## src/rtl/mem_stage_pkg.sv

```systemverilog
// Shared definitions for the MEM pipeline stage: widths, FSM state encoding
// and the saturating increment used by the performance counters.
package mem_stage_pkg;

    localparam int XLEN = 32;
    localparam int RA_W = 5;

    typedef enum logic [0:0] {
        IDLE = 1'b0,
        WAIT = 1'b1
    } state_t;

    function automatic logic [31:0] sat_inc(input logic [31:0] value);
        logic [31:0] result;
        if (value == 32'hFFFF_FFFF) begin
            result = value;
        end else begin
            result = value + 32'd1;
        end
        return result;
    endfunction

endpackage

```

## src/rtl/mem_stage_if.sv

```systemverilog
// Request/ready data-memory port between the MEM stage (master) and the
// data memory (slave).
interface mem_stage_if;
    import mem_stage_pkg::*;

    logic            dmem_req;
    logic            dmem_we;
    logic [XLEN-1:0] dmem_addr;
    logic [XLEN-1:0] dmem_wdata;
    logic            dmem_ready;
    logic [XLEN-1:0] dmem_rdata;

    modport master (
        output dmem_req, dmem_we, dmem_addr, dmem_wdata,
        input  dmem_ready, dmem_rdata
    );

    modport slave (
        input  dmem_req, dmem_we, dmem_addr, dmem_wdata,
        output dmem_ready, dmem_rdata
    );

endinterface

```

## src/rtl/mem_stage_sat_counter.sv

```systemverilog
// 32-bit event counter that sticks at all-ones instead of wrapping.
module sat_counter
    import mem_stage_pkg::*;
(
    input  logic        clk,
    input  logic        rst_n,
    input  logic        en,
    output logic [31:0] count
);

    logic [31:0] count_r;

    // Count enabled events, holding at the maximum value.
    always_ff @(posedge clk or negedge rst_n) begin
        if (!rst_n) begin
            count_r <= 32'd0;
        end else if (en) begin
            count_r <= sat_inc(count_r);
        end else begin
            count_r <= count_r;
        end
    end

    assign count = count_r;

endmodule

```

## src/rtl/mem_stage.sv

```systemverilog
// MEM stage: issues data-memory requests from EX/MEM, stalls the front of the
// pipe while an access is outstanding, resolves branches and registers MEM/WB.
module mem_stage
    import mem_stage_pkg::*;
(
    input  logic              clk,
    input  logic              rst_n,
    input  logic              ex_mem_MemtoReg,
    input  logic              ex_mem_MemRead,
    input  logic              ex_mem_MemWrite,
    input  logic              ex_mem_Branch,
    input  logic              ex_mem_RegWrite,
    input  logic [XLEN-1:0]   pc_out,
    input  logic              out_zero,
    input  logic [XLEN-1:0]   alu_resultaddress,
    input  logic [XLEN-1:0]   writedata,
    input  logic [RA_W-1:0]   ex_rd,
    mem_stage_if.master       dmem,
    output logic              mem_stall,
    output logic              pc_src,
    output logic [XLEN-1:0]   branch_target,
    output logic              mem_wb_RegWrite,
    output logic              mem_wb_MemtoReg,
    output logic [XLEN-1:0]   mem_wb_readdata,
    output logic [XLEN-1:0]   mem_wb_alu_result,
    output logic [RA_W-1:0]   mem_wb_rd,
    output logic              misalign_err,
    output logic [31:0]       load_count,
    output logic [31:0]       store_count,
    output logic [31:0]       stall_count
);

    state_t          state_r;
    state_t          state_next_s;
    logic            req_s;
    logic            is_mem_s;
    logic            aligned_s;
    logic            mem_op_s;
    logic            misaligned_s;
    logic            complete_s;
    logic            load_done_s;
    logic            store_done_s;
    logic            stall_s;
    logic            misalign_r;
    logic            wb_regwrite_r;
    logic            wb_memtoreg_r;
    logic [XLEN-1:0] wb_readdata_r;
    logic [XLEN-1:0] wb_alu_r;
    logic [RA_W-1:0] wb_rd_r;

    assign is_mem_s     = ex_mem_MemRead | ex_mem_MemWrite;
    assign aligned_s    = (alu_resultaddress[1:0] == 2'b00);
    assign mem_op_s     = is_mem_s & aligned_s;
    assign misaligned_s = is_mem_s & ~aligned_s;

    // FSM state register.
    always_ff @(posedge clk or negedge rst_n) begin
        if (!rst_n) begin
            state_r <= IDLE;
        end else begin
            state_r <= state_next_s;
        end
    end

    // Next state and raw request.
    always_comb begin
        state_next_s = state_r;
        req_s        = 1'b0;
        case (state_r)
            IDLE: begin
                req_s = mem_op_s;
                if (mem_op_s && !dmem.dmem_ready) begin
                    state_next_s = WAIT;
                end else begin
                    state_next_s = IDLE;
                end
            end
            WAIT: begin
                req_s = 1'b1;
                if (dmem.dmem_ready) begin
                    state_next_s = IDLE;
                end else begin
                    state_next_s = WAIT;
                end
            end
            default: begin
                state_next_s = IDLE;
                req_s        = 1'b0;
            end
        endcase
    end

    // Combinational outputs are forced low while reset is asserted so an
    // in-flight request is withdrawn at once.
    assign dmem.dmem_req   = req_s & rst_n;
    assign dmem.dmem_we    = ex_mem_MemWrite & rst_n;
    assign dmem.dmem_addr  = rst_n ? alu_resultaddress : {XLEN{1'b0}};
    assign dmem.dmem_wdata = rst_n ? writedata : {XLEN{1'b0}};

    assign stall_s      = dmem.dmem_req & ~dmem.dmem_ready;
    assign complete_s   = dmem.dmem_req & dmem.dmem_ready;
    assign load_done_s  = complete_s & ~ex_mem_MemWrite;
    assign store_done_s = complete_s & ex_mem_MemWrite;

    assign mem_stall     = stall_s;
    assign pc_src        = ex_mem_Branch & out_zero & ~stall_s & rst_n;
    assign branch_target = (stall_s || !rst_n) ? {XLEN{1'b0}} : pc_out;

    // MEM/WB pipeline register; stalls and misaligned accesses become bubbles.
    always_ff @(posedge clk or negedge rst_n) begin
        if (!rst_n) begin
            wb_regwrite_r <= 1'b0;
            wb_memtoreg_r <= 1'b0;
            wb_readdata_r <= {XLEN{1'b0}};
            wb_alu_r      <= {XLEN{1'b0}};
            wb_rd_r       <= {RA_W{1'b0}};
        end else if (stall_s) begin
            wb_regwrite_r <= 1'b0;
            wb_memtoreg_r <= 1'b0;
        end else begin
            wb_regwrite_r <= ex_mem_RegWrite & ~misaligned_s;
            wb_memtoreg_r <= ex_mem_MemtoReg & ~misaligned_s;
            wb_alu_r      <= alu_resultaddress;
            wb_rd_r       <= ex_rd;
            if (load_done_s) begin
                wb_readdata_r <= dmem.dmem_rdata;
            end else begin
                wb_readdata_r <= wb_readdata_r;
            end
        end
    end

    // Sticky misaligned-access flag.
    always_ff @(posedge clk or negedge rst_n) begin
        if (!rst_n) begin
            misalign_r <= 1'b0;
        end else begin
            misalign_r <= misalign_r | misaligned_s;
        end
    end

    assign mem_wb_RegWrite   = wb_regwrite_r;
    assign mem_wb_MemtoReg   = wb_memtoreg_r;
    assign mem_wb_readdata   = wb_readdata_r;
    assign mem_wb_alu_result = wb_alu_r;
    assign mem_wb_rd         = wb_rd_r;
    assign misalign_err      = misalign_r;

    sat_counter u_load_cnt  (.clk(clk), .rst_n(rst_n), .en(load_done_s),  .count(load_count));
    sat_counter u_store_cnt (.clk(clk), .rst_n(rst_n), .en(store_done_s), .count(store_count));
    sat_counter u_stall_cnt (.clk(clk), .rst_n(rst_n), .en(stall_s),      .count(stall_count));

endmodule

```

## src/flat_wrapper.sv

```systemverilog
// flat-port wrapper written by rule: the top's interface ports become plain ports
module mem_stage_flat import mem_stage_pkg::*;
  (clk, rst_n, ex_mem_MemtoReg, ex_mem_MemRead, ex_mem_MemWrite, ex_mem_Branch, ex_mem_RegWrite, pc_out, out_zero, alu_resultaddress, writedata, ex_rd, mem_stall, pc_src, branch_target, mem_wb_RegWrite, mem_wb_MemtoReg, mem_wb_readdata, mem_wb_alu_result, mem_wb_rd, misalign_err, load_count, store_count, stall_count, dmem_dmem_req, dmem_dmem_we, dmem_dmem_addr, dmem_dmem_wdata, dmem_dmem_ready, dmem_dmem_rdata);
  mem_stage_if dmem_i ();
  input  logic clk;
  input  logic rst_n;
  input  logic ex_mem_MemtoReg;
  input  logic ex_mem_MemRead;
  input  logic ex_mem_MemWrite;
  input  logic ex_mem_Branch;
  input  logic ex_mem_RegWrite;
  input  logic [XLEN-1:0] pc_out;
  input  logic out_zero;
  input  logic [XLEN-1:0] alu_resultaddress;
  input  logic [XLEN-1:0] writedata;
  input  logic [RA_W-1:0] ex_rd;
  output logic mem_stall;
  output logic pc_src;
  output logic [XLEN-1:0] branch_target;
  output logic mem_wb_RegWrite;
  output logic mem_wb_MemtoReg;
  output logic [XLEN-1:0] mem_wb_readdata;
  output logic [XLEN-1:0] mem_wb_alu_result;
  output logic [RA_W-1:0] mem_wb_rd;
  output logic misalign_err;
  output logic [31:0] load_count;
  output logic [31:0] store_count;
  output logic [31:0] stall_count;
  output wire logic [$bits(dmem_i.dmem_req)-1:0] dmem_dmem_req;
  output wire logic [$bits(dmem_i.dmem_we)-1:0] dmem_dmem_we;
  output wire logic [$bits(dmem_i.dmem_addr)-1:0] dmem_dmem_addr;
  output wire logic [$bits(dmem_i.dmem_wdata)-1:0] dmem_dmem_wdata;
  input wire logic [$bits(dmem_i.dmem_ready)-1:0] dmem_dmem_ready;
  input wire logic [$bits(dmem_i.dmem_rdata)-1:0] dmem_dmem_rdata;
  assign dmem_dmem_req = dmem_i.dmem_req;
  assign dmem_dmem_we = dmem_i.dmem_we;
  assign dmem_dmem_addr = dmem_i.dmem_addr;
  assign dmem_dmem_wdata = dmem_i.dmem_wdata;
  assign dmem_i.dmem_ready = dmem_dmem_ready;
  assign dmem_i.dmem_rdata = dmem_dmem_rdata;
  mem_stage u_core (.clk(clk), .rst_n(rst_n), .ex_mem_MemtoReg(ex_mem_MemtoReg), .ex_mem_MemRead(ex_mem_MemRead), .ex_mem_MemWrite(ex_mem_MemWrite), .ex_mem_Branch(ex_mem_Branch), .ex_mem_RegWrite(ex_mem_RegWrite), .pc_out(pc_out), .out_zero(out_zero), .alu_resultaddress(alu_resultaddress), .writedata(writedata), .ex_rd(ex_rd), .dmem(dmem_i), .mem_stall(mem_stall), .pc_src(pc_src), .branch_target(branch_target), .mem_wb_RegWrite(mem_wb_RegWrite), .mem_wb_MemtoReg(mem_wb_MemtoReg), .mem_wb_readdata(mem_wb_readdata), .mem_wb_alu_result(mem_wb_alu_result), .mem_wb_rd(mem_wb_rd), .misalign_err(misalign_err), .load_count(load_count), .store_count(store_count), .stall_count(stall_count));
endmodule
```

## config.mk

```make
export PLATFORM = sky130hd
export DESIGN_NAME = mem_stage_flat
export DESIGN_NICKNAME = d
export VERILOG_FILES = /design/src/rtl/mem_stage_pkg.sv /design/src/rtl/mem_stage_if.sv /design/src/rtl/mem_stage_sat_counter.sv /design/src/rtl/mem_stage.sv /design/src/flat_wrapper.sv
export SDC_FILE = /design/constraint.sdc
export NUM_CORES = 1
export LEC_CHECK = 0
export ABC_AREA = 1
export CELL_PAD_IN_SITES_DETAIL_PLACEMENT = 2
export CELL_PAD_IN_SITES_GLOBAL_PLACEMENT = 2
export CORE_MARGIN = 4
export CORE_UTILIZATION = 25
export CTS_BUF_LIST = sky130_fd_sc_hd__clkbuf_8
export CTS_CLUSTER_SIZE = 40
export DETAILED_ROUTE_END_ITERATION = 10
export GPL_ROUTABILITY_DRIVEN = 0
export GPL_TIMING_DRIVEN = 0
export MAX_ROUTING_LAYER = met4
export PLACE_DENSITY_LB_ADDON = 0.1
export SYNTH_ARGS = -nofsm -noshare
export SYNTH_HDL_FRONTEND = slang
export SYNTH_HIERARCHICAL = 1
export SYNTH_SLANG_ARGS = --single-unit
```

## constraint.sdc

```tcl
create_clock -name clk -period 5.6 [get_ports clk]
set_clock_uncertainty 0.15 [all_clocks]
set_input_delay 1.12 -clock clk [delete_from_list [all_inputs] [get_ports clk]]
set_output_delay 1.12 -clock clk [all_outputs]
set_load 0.01 [all_outputs]
```

-- Yosys cells after proc, flatten, opt, wreduce, memory -nomap -nowiden
Cells that the tools add are included.
- equality and inequality tests: 3
- $add $sub $neg: 3
- reduce and logical (&&, ||, !) cells: 9
- muxes and demuxes: 9
- bitwise gates (word level): 24
- operators with widths (operator ; number):
    $add A32 B1 Y32 const B ; 3
    $eq A32 B32 Y1 const B ; 3
    $mux W32 ; 3
    $and A1 B1 Y1 ; 13
    $not A1 Y1 ; 9
    $reduce_and A2 Y1 ; 4
    $mux W1 ; 4
    $pmux W1 S2 ; 2
    $logic_not A1 Y1 ; 2
    $logic_not A2 Y1 ; 1
    $or A1 B1 Y1 ; 2
    $logic_and A1 B1 Y1 ; 1
    $logic_or A1 B1 Y1 ; 1
- bits in registers: 169
- output and inout port bits: 268
- logic and storage cells: 58
- input port bits: 142

-- Logic depth before layout (Yosys ltp)
- word-level depth: 8
- gate-level depth with buffers: 16
- gate-level depth less buffers: 15

-- By module
The synthesis kept the hierarchy.
- modules (own cells, without submodules) (module ; seq. area each (um^2) ; cells each ; area an instance (um^2) ; times used):
    sat_counter ; 800.8 ; 341 ; 2233.4 ; 3
    mem_stage ; 1826.8 ; 533 ; 3697.3 ; 1

-- Worst setup path before layout
No wires, ideal clock.
- kind: input port to output port
- start point: input dmem_dmem_ready
- end point: output branch_target[0]
- stages on the path: 6
- path buffers: 2
- setup slack: 2368 ps
- arrival time: 1962 ps
- required time: 4330 ps
- cells stage by stage: clkbuf_1 inv_1 nand2_1 nand2_1 buf_2 nor2_1
- cells in the longest elaborated chain, start to end: 4
- RTL lines (what ; RTL line ; text):
    start: declaration ; flat_wrapper.sv:33 ; input wire logic [$bits(dmem_i.dmem_ready)-1:0] dmem_dmem_ready;
    $not A1 Y1 ; mem_stage.sv:100 ; assign stall_s = dmem.dmem_req & ~dmem.dmem_ready;
    $and A1 B1 Y1 ; mem_stage.sv:100 ;
    $logic_or A1 B1 Y1 ; mem_stage.sv:107 ; assign branch_target = (stall_s || !rst_n) ? {XLEN{1'b0}} : pc_out;
    $mux W32 ; mem_stage.sv:107 ;
    end: declaration ; flat_wrapper.sv:19 ; output logic [XLEN-1:0] branch_target;
No other way between the ends.

-- Worst setup path after layout
- start point: input rst_n
- end point: output dmem_dmem_addr[30]
- cells in the longest elaborated chain, start to end: 1
- RTL lines (what ; RTL line ; text):
    start: declaration ; flat_wrapper.sv:6 ; input logic rst_n;
    $mux W32 ; mem_stage.sv:97 ; assign dmem.dmem_addr = rst_n ? alu_resultaddress : {XLEN{1'b0}};
    end: declaration ; flat_wrapper.sv:31 ; output wire logic [$bits(dmem_i.dmem_addr)-1:0] dmem_dmem_addr;
No other way between the ends.

==> flow_summary.json <==
{
  "status": "finished, final reports clean",
  "final_area_sq_um": 15600,
  "synth_common_cells": "748 x nand2_1, 187 x inv_1, 169 x dfrtp_1",
  "slew_headroom_pct": 46.5,
  "dp_hpwl_um": 40600,
  "post_drt_wl_per_cell_um": 19.6,
  "ant_nets": 0,
  "grt_pass1_wl_um": 76000,
  "tightest_slew_ns": 0.803,
  "antenna_found_initial": 3,
  "worstRegToRegCells": 14,
  "synth_area_leader_cell": "dfrtp_1",
  "postSynthNetCount": 1701,
  "grt_pass1_vias": 12900,
  "worstPathMaxFanout": 97,
  "post_cts_buffers": 0,
  "grt_setup_unrepaired": "no",
  "netlist.area_leader.share_pct": 40.7,
  "yosysMostFrequentCell": "nand2_1",
  "hold_violations": 0,
  "cp-start-kind": "primary input",
  "timing.hold.ws_ns": 0.333,
  "insertion_delay_ns": 0.51,
  "cts-root-buf": "clkbuf_8",
  "clkTransAtPathRegs_ns": 0.08,
  "yosysSeqAreaShare_pct": 40.7,
  "drive_gt1_share_pct": 6.91,
  "syn-cell-area_sq_um": 10400,
  "max-clock-path-buffers": 2,
  "grt_max_degree": 98,
  "fmax_mhz": 205,
  "portBuffers": 408,
  "io_pins": 410,
  "wl_met2_um": 26100,
  "crit_start": "rst_n",
  "yosys_warnings": 6,
  "cts_tree": "yes",
  "drc": 0,
  "core-area_sq_um": 41000,
  "drt_wl_total_um": 49600,
  "crit_required_ns": 4.33,
  "power.total_mw": 3.20,
  "die_y_um": 212,
  "fin_cells": 2532,
  "drt-met1-wl_um": 19600,
  "timing.rr.start": "u_core/state_r",
  "min_period_over_period_pct": 87.0,
  "synthTopCellsByArea": "dfrtp_1 41%, nand2_1 27%, inv_1 6.8%",
  "gr-total-overflow": 0,
  "fillCellCount": 4905,
  "die_w_um": 212,
  "cts_sinks": 169,
  "h-tree-depth": 4,
  "r2r-end": "u_core/u_store_cnt/count[30]",
  "cts_resized": 0,
  "dp_cells": 2497,
  "row_count": 74,
  "syn_avg_cell_area_sq_um": 6.68,
  "p_per_area_nw_per_um2": 205,
  "drt_iter0_drc": 433,
  "crit_end": "dmem_dmem_addr[30]",
  "fin_nets": 2129,
  "top_layer": "met4",
  "maxCapViolations": 0,
  "syn_to_final_growth_pct": 49.9,
  "synth_cells": 1556,
  "setup_viol": 0,
  "cts_hold_buf": 0,
  "dieArea_sq_um": 44900,
  "cp-end-kind": "output port",
  "path_class": "primary input to output port",
  "avgViaCountPerCell": 4.58,
  "start_util_pct": 25.3,
  "async_flop_share_pct": 100,
  "tns_ns": 0,
  "dr.pass1.iters": 6,
  "period_needed_ns": 4.87,
  "synth_edf_count": 0,
  "vdd_drop_max_mv": 0.121,
  "cts_made_buffers": 17,
  "synth.distinct_cells": 27,
  "wl_met3_um": 2730,
  "crit_arrival_ns": 3.60,
  "vias": 11600,
  "slew_violations": 0,
  "leakage_nw": 7.47,
  "synth_ff_type": "dfrtp_1",
  "synth_seq_cells": 169,
  "placedInstanceArea_sq_um": 15200,
  "reg2reg_slack_ns": 2.63,
  "timing.hold.worst.class": "flip-flop to flip-flop",
  "track_usage_pct": 22.7
}
-- area by class of cell --
type                            count  area, sq um  share of cell area, %
Inverter                          197          754                   4.84
Antenna cell                        3         7.51                 0.0482
Timing Repair Buffer              409         4120                   26.4
Clock buffer                       20          275                   1.77
Buffer                             46          288                   1.85
Clock inverter                     12          124                  0.795
Tap cell                          532          666                   4.27
Multi-Input combinational cell   1144         5130                   32.9
Sequential cell                   169         4230                   27.1
-- registers in the layout (all words and copies together) (netlist names), 5 cells and up --
register,cells
u_core/u_load_cnt/count,32
u_core/u_store_cnt/count,32
u_core/u_stall_cnt/count,32
u_core/mem_wb_alu_result,32
u_core/mem_wb_rd,5
u_core/mem_wb_readdata,32
-- power breakdown --
group	switching (mW)	internal [mW]	leakage [nW]
Combinational	0.401	0.425	5.05
Clock	0.507	0.430	0.208
Sequential	0.105	1.33	2.22
Total	1.01	2.18	7.47
-- through the flow --
stage	setup WS [ns]	util, %
finish	0.726	38.0
global route	0.434	38.0
CTS	0.597	38.0
detailed placement	0.595	37.0
global placement	-6.83	36.9
floorplan	2.37	-
-- kinds of logic (layout without fill, tap and decap cells) --
family	after synthesis	after routing	synth area share (%)
other cells	0	3	0
xor+xnor	30	30	2.53
simple gates	1100	1100	45.8
compound gates	11	11	0.638
fa+ha+maj	3	3	0.361
buf+inv	243	684	10.0
flops	169	169	40.7
-- worst min path at each step --
| stage | start | end | depth (start not counted) |
|---|---|---|---|
| global route | u_core/mem_wb_alu_result[10] | u_core/mem_wb_alu_result[10] | 2 |
| finish | u_core/misalign_err | u_core/misalign_err | 2 |
| CTS | u_core/mem_wb_rd[1] | u_core/mem_wb_rd[1] | 2 |
| floorplan | u_core/misalign_err | u_core/misalign_err | 2 |
| global placement | u_core/misalign_err | u_core/misalign_err | 2 |
| detailed placement | u_core/mem_wb_alu_result[11] | u_core/mem_wb_alu_result[11] | 2 |
-- worst max-delay path, stage by stage --
cell	delay [ns]
buf_8	0.56
clkbuf_1	0.58
clkbuf_1	0.46
nand2_1	0.09
inv_1	0.13
clkdlybuf4s50_1	0.58
-- per-layer routing --
metal | track usage, % | vias to the layer above
met4 | 6.28 | 0
met2 | 41.0 | 266
met5 | - | -
met1 | 25.1 | 5752
met3 | 5.42 | 38
li1 | - | 5543
-- layout by cell type, fill, tap and decap left out, drive strengths merged --
| cell | instances |
|---|---|
| and2 | 3 |
| a21oi | 1 |
| inv | 201 |
| bufinv | 2 |
| xnor2 | 12 |
| clkinv | 4 |
| clkbuf | 32 |
| nand3b | 30 |
| clkdlybuf4s50 | 407 |
| diode | 3 |
| ha | 3 |
| nand3 | 47 |
| o21ai | 10 |
| xor2 | 18 |
| nor2 | 186 |
| nand4 | 48 |
| nand2 | 774 |
| clkinvlp | 2 |
| nor3 | 12 |
| buf | 36 |
| dfrtp | 169 |
(Power assumes the default switching activity.)
